<file path="src/rtl/grn_attractor_ctrl.sv">
// Sweeps initial states of a bank of GRN boolean-network nodes and finds
// each state's attractor using Floyd cycle detection (tortoise s0, hare s1).
// One result per initial state leaves over a valid/ready port.
// Ports:
//   clk, rst                      clock, synchronous active-high reset
//   start, first_state,last_state sweep request (range sampled on start)
//   s0_in, s1_in                  node tortoise / hare states
//   reset_nos, start_s0/s1        broadcast load / step strobes to the nodes
//   init_state                    initial state driven to the nodes on load
//   busy, done                    sweep in progress / one-cycle completion pulse
//   res_valid, res_ready          result handshake
//   res_init, res_attractor,
//   res_steps, res_timeout        result payload
module grn_attractor_ctrl #(
  parameter int unsigned NODES     = 8,
  parameter int unsigned CNT_W     = 16,
  parameter int unsigned MAX_STEPS = 1000
) (
  input  logic             clk,
  input  logic             rst,
  input  logic             start,
  input  logic [NODES-1:0] first_state,
  input  logic [NODES-1:0] last_state,
  input  logic [NODES-1:0] s0_in,
  input  logic [NODES-1:0] s1_in,
  output logic             reset_nos,
  output logic             start_s0,
  output logic             start_s1,
  output logic [NODES-1:0] init_state,
  output logic             busy,
  output logic             done,
  output logic             res_valid,
  input  logic             res_ready,
  output logic [NODES-1:0] res_init,
  output logic [NODES-1:0] res_attractor,
  output logic [CNT_W-1:0] res_steps,
  output logic             res_timeout
);

  localparam int unsigned CUR_W = NODES + 1;

  localparam logic [2:0] S_IDLE  = 3'd0;
  localparam logic [2:0] S_LOAD  = 3'd1;
  localparam logic [2:0] S_STEP  = 3'd2;
  localparam logic [2:0] S_CHECK = 3'd3;
  localparam logic [2:0] S_EMIT  = 3'd4;
  localparam logic [2:0] S_DONE  = 3'd5;

  logic [2:0]       state_q, state_d;
  // One extra bit so an all-ones last_state can never wrap the sweep.
  logic [CUR_W-1:0] cur_q, cur_d;
  logic [CUR_W-1:0] last_q, last_d;
  logic [CUR_W-1:0] first_ext_c, last_ext_c;
  logic [CNT_W-1:0] k_q, k_d;
  logic [NODES-1:0] res_init_d, res_attr_d;
  logic [CNT_W-1:0] res_steps_d;
  logic             res_tout_d;
  logic             meet_c, at_max_c;

  assign first_ext_c = {1'b0, first_state};
  assign last_ext_c  = {1'b0, last_state};
  assign meet_c      = (s0_in == s1_in);
  assign at_max_c    = (k_q == CNT_W'(MAX_STEPS));

  // Next-state and datapath update.
  always_comb begin
    state_d     = state_q;
    cur_d       = cur_q;
    last_d      = last_q;
    k_d         = k_q;
    res_init_d  = res_init;
    res_attr_d  = res_attractor;
    res_steps_d = res_steps;
    res_tout_d  = res_timeout;
    case (state_q)
      S_IDLE: begin
        if (start) begin
          cur_d   = first_ext_c;
          last_d  = last_ext_c;
          state_d = (last_ext_c < first_ext_c) ? S_DONE : S_LOAD;
        end
      end
      S_LOAD: begin
        k_d     = '0;
        state_d = S_STEP;
      end
      S_STEP: begin
        k_d     = k_q + CNT_W'(1);
        state_d = S_CHECK;
      end
      S_CHECK: begin
        // Only even k compares f^(k/2) against f^k; k=1 always looks like a meet.
        state_d = S_STEP;
        if (!k_q[0] && (meet_c || at_max_c)) begin
          res_init_d  = cur_q[NODES-1:0];
          res_attr_d  = s1_in;
          res_steps_d = k_q;
          res_tout_d  = !meet_c;
          state_d     = S_EMIT;
        end
      end
      S_EMIT: begin
        if (res_ready) begin
          if (cur_q == last_q) begin
            state_d = S_DONE;
          end else begin
            cur_d   = cur_q + CUR_W'(1);
            state_d = S_LOAD;
          end
        end
      end
      S_DONE: state_d = S_IDLE;
      default: state_d = S_IDLE;
    endcase
  end

  // State, datapath and outputs; outputs are decoded from the next state so
  // they line up with the state they belong to.
  always_ff @(posedge clk) begin
    if (rst) begin
      state_q       <= S_IDLE;
      cur_q         <= '0;
      last_q        <= '0;
      k_q           <= '0;
      reset_nos     <= 1'b0;
      start_s0      <= 1'b0;
      start_s1      <= 1'b0;
      init_state    <= '0;
      busy          <= 1'b0;
      done          <= 1'b0;
      res_valid     <= 1'b0;
      res_init      <= '0;
      res_attractor <= '0;
      res_steps     <= '0;
      res_timeout   <= 1'b0;
    end else begin
      state_q       <= state_d;
      cur_q         <= cur_d;
      last_q        <= last_d;
      k_q           <= k_d;
      reset_nos     <= (state_d == S_LOAD);
      start_s0      <= (state_d == S_STEP);
      start_s1      <= (state_d == S_STEP);
      init_state    <= (state_d == S_LOAD) ? cur_d[NODES-1:0] : '0;
      busy          <= (state_d != S_IDLE);
      done          <= (state_d == S_DONE);
      res_valid     <= (state_d == S_EMIT);
      res_init      <= res_init_d;
      res_attractor <= res_attr_d;
      res_steps     <= res_steps_d;
      res_timeout   <= res_tout_d;
    end
  end

endmodule
</file>
<file path="config.mk">
export PLATFORM = sky130hd
export DESIGN_NAME = grn_attractor_ctrl
export DESIGN_NICKNAME = d
export VERILOG_FILES = /design/src/rtl/grn_attractor_ctrl.sv
export SDC_FILE = /design/constraint.sdc
export NUM_CORES = 1
export LEC_CHECK = 0
export ABC_CLOCK_PERIOD_IN_PS = 2000
export BUFFER_PORTS_ARGS = -buffer_cell sky130_fd_sc_hd__buf_2
export CORE_ASPECT_RATIO = 1.2
export CORE_MARGIN = 2
export CORE_UTILIZATION = 45
export CTS_CLUSTER_DIAMETER = 60
export DETAILED_ROUTE_END_ITERATION = 10
export PLACE_DENSITY = 0.71
export SYNTH_ARGS = -nofsm -noshare
export SYNTH_HDL_FRONTEND = slang
export SYNTH_SLANG_ARGS = --single-unit
</file>
<file path="constraint.sdc">
create_clock -name clk -period 2 [get_ports clk]
set_input_delay 0.5 -clock clk [delete_from_list [all_inputs] [get_ports clk]]
set_output_delay 0.5 -clock clk [all_outputs]
set_load 0.05 [all_outputs]
</file>
==> results.toml <==
[logic_synthesis]
synth_warnings = 0
syn_nets = 472
synth_area_per_cell_um2 = 8.79
yosys_register_bits = 82
seq_area_frac_synth = 0.439
synth_edf_count = 0
synth_top_flop_cell = "dfxtp_1"
syn_area_um2 = 3740
synthArstFlopShare = 0
synth_cell_types = 49
synth_cells = 426

[pwr]
p_switching_w = 0.00116
peakVddDrop_uv = 646
p_leak_nw = 2.54
p_int_w = 0.00292
combPwrFrac = 0.220
power.share.clock = 0.354
sw_frac_of_total = 0.284
seq_power_share = 0.425
power.total_w = 0.00408
power.density_nw_per_um2 = 790

[timing]
min_period_ns = 2.20
fin_worst_skew_ns = 0.0119
max_clock_freq_ghz = 0.454
worst_pin_slew_ns = 0.530
slew_violations = 0
hold_viol = 0
finalCritPeriodShare = 1.10
setup_ws_ns = -0.204
maxSlewHeadroom = 0.643
setup-violations-final = 48
setup_tns_ns = -6.81
rsz0062_at_grt = "true"

[place]
io_buffer_count = 82
pre_cts_ws_ns = -0.252
gp_congestion = 0.868
place_hpwl_um = 7620
place_inst = 652

[floorplanning]
placeableCoreArea_um2 = 8110
die-area_um2 = 9070
die_w_um = 87.3
num_rows = 36
num_io_pins = 83
initial_core_util = 0.462
die_h_um = 104

[clocking]
numCtsBuffers = 9
path_clk_slew_ns = 0.09
postCtsHoldBufs = 0
h-tree-depth = 3
cts_tree = "yes"
clkSinkCount = 82
clock_latency_ns = 0.36
cts_root_buffer = "clkbuf_8"
clk_path_buf_depth = 2

[cells_and_area]
n_antenna_cell = 0
multiInputGateArea_um2 = 2070
layout_common_cells = "buf_2 (82), nor2_1 (73), dfxtp_1 (71), buf_4 (71), nand2_1 (39)"
final_common_cell = "buf_2"
syn_to_final_growth_pct = 38.0
ff_latch_area_um2 = 1660
stdcell_count = 670
layout-drive-gt1-share = 0.367
fin_nets = 616
fillCellCount = 695

[detailed_routing]
vias_per_cell = 5.37
wl_per_cell_um = 15.4
ant_nets = 0
num_vias = 3600
dr.pass1.iters = 5
drtIter0Drc = 203
routed_wl_um = 10300
drcViolationCount = 0

[global_route]
grt_pass1_wl_um = 16600
grt_usage = 0.228
grt_pass1_vias = 3616
grt_max_degree = 36
antenna_found_initial = 0
grt_overflow = 0

[status]
status = "complete, but fails checks"
violations = "setup timing"

[setup_path]
critical_path_class = "reg -> reg"
startpoint_type = "flip-flop"
critical_path.cell_chain = "inv_2 -> ha_4 -> or4b_4 -> or4_4 -> o21ai_4 -> nand3_4 -> buf_12 -> mux2i_1 -> nor2_1"
critPathMaxFanout = 14
worstPathArrival_ns = 2.43
path_buf_inv = 2
worst_path_largest_cell_delay_ns = 0.44
worst_path_max_delay_cell = "or4b_4"
crit_family = "simple AND/OR/NAND/NOR gates"
crit_required_ns = 2.23
cp-end-kind = "flip-flop"

[worst_hold_path]
hold_path.class = "in -> reg"

[run]
maxCapViolCount = 0
==> cell families after synthesis <==
family                   after synthesis  synth area share
AND/OR/NAND/NOR                      166             0.205
flip-flops                            82             0.439
adder cells (fa/ha/maj)               10            0.0334
XOR/XNOR                              29            0.0678
AO/OA/AOI/OAI                         64             0.110
buffers and inverters                 39            0.0481
multiplexers                          36            0.0973
==> tightest hold or removal path: cells and delay by family <==
| kind | cells | cell delay, ns |
|---|---|---|
| buffers and inverters | 1 | 0.11 |
| AND/OR/NAND/NOR | 1 | 0.05 |
| AO/OA/AOI/OAI | 1 | 0.05 |
==> state kept, by name (all words and copies together) (netlist names) <==
name / count
busy: 1
cur_q: 9
done: 1
init_state: 8
k_q: 16
last_q: 8
res_attractor: 8
res_init: 8
res_steps: 16
res_timeout: 1
res_valid: 1
reset_nos: 1
start_s1: 1
state_q: 3
==> routing by layer <==
| metal | up-vias | GRT usage | share of wire |
|---|---|---|---|
| li1 | 1747 | - | - |
| met4 | 0 | 0.0945 | 0.022 |
| met3 | 21 | 0.0310 | 0.037 |
| met2 | 95 | 0.418 | 0.55 |
| met5 | - | 0 | 0 |
| met1 | 1737 | 0.255 | 0.39 |
==> power groups by stage <==
stage | clock, W | sequential [W] | combinational [W]
finish | 0.00145 | 0.00174 | 0.000898
global route | 0.00155 | 0.00174 | 0.000972
CTS | 0.00147 | 0.00173 | 0.000842
detailed placement | 0 | 0.00177 | 0.000808
global placement | 0 | 0.00176 | 0.000794
floorplan | 0 | 0.00183 | 0.000380
==> cell usage after synthesis, types with 5 or more instances <==
| cell | instances | area [µm²] |
|---|---|---|
| ha_1 | 10 | 125 |
| nor2b_1 | 9 | 56.3 |
| clkbuf_1 | 14 | 52.6 |
| a31oi_1 | 5 | 31.3 |
| xor2_1 | 16 | 140 |
| a21oi_1 | 16 | 80.1 |
| nand2_1 | 39 | 146 |
| o21ai_0 | 15 | 75.1 |
| inv_1 | 15 | 56.3 |
| nand3_1 | 8 | 40.0 |
| dfxtp_1 | 82 | 1640 |
| mux2i_1 | 33 | 330 |
| nand4_1 | 9 | 56.3 |
| xnor2_1 | 13 | 114 |
| nor2_1 | 75 | 282 |
==> stage by stage <==
stage / hold slack, ns / cell area [µm²] / util
final: 0.388 / 5160 / 0.637
after global placement: 0.458 / 4740 / 0.584
after detailed placement: 0.462 / 4740 / 0.584
after global routing: 0.394 / 5160 / 0.637
after CTS: 0.386 / 5050 / 0.622
after floorplan: 0.448 / 3760 / -
==> cell type report <==
type	instances	area share
multi-input cells	305	0.401
well taps	95	0.0230
flip-flops and latches	82	0.321
clock buffers	10	0.0247
repair buffers	157	0.196
clock inverters	6	0.0220
inverters	15	0.0109
==> repair_timing <==
item	4_1_cts	5_1_grt
setup buffers	1	1
resized for setup	14	27
endpoints found under the setup margin	52	57
pin swaps	6	13
==> final timing paths <==
check / start / to / slack (ns) / depth (start not counted)
setup reg to reg: k_q[1]$_SDFFE_PP0P_ / res_steps[7]$_SDFFE_PP0P_ / -0.20 / 9
setup / recovery: k_q[1]$_SDFFE_PP0P_ / res_steps[7]$_SDFFE_PP0P_ / -0.20 / 9
hold reg to reg: last_q[0]$_SDFFE_PP0P_ / last_q[0]$_SDFFE_PP0P_ / 0.48 / 2
hold / removal: last_state[1] / last_q[1]$_SDFFE_PP0P_ / 0.39 / 3
Note: power is estimated with default switching activity, not from simulation.
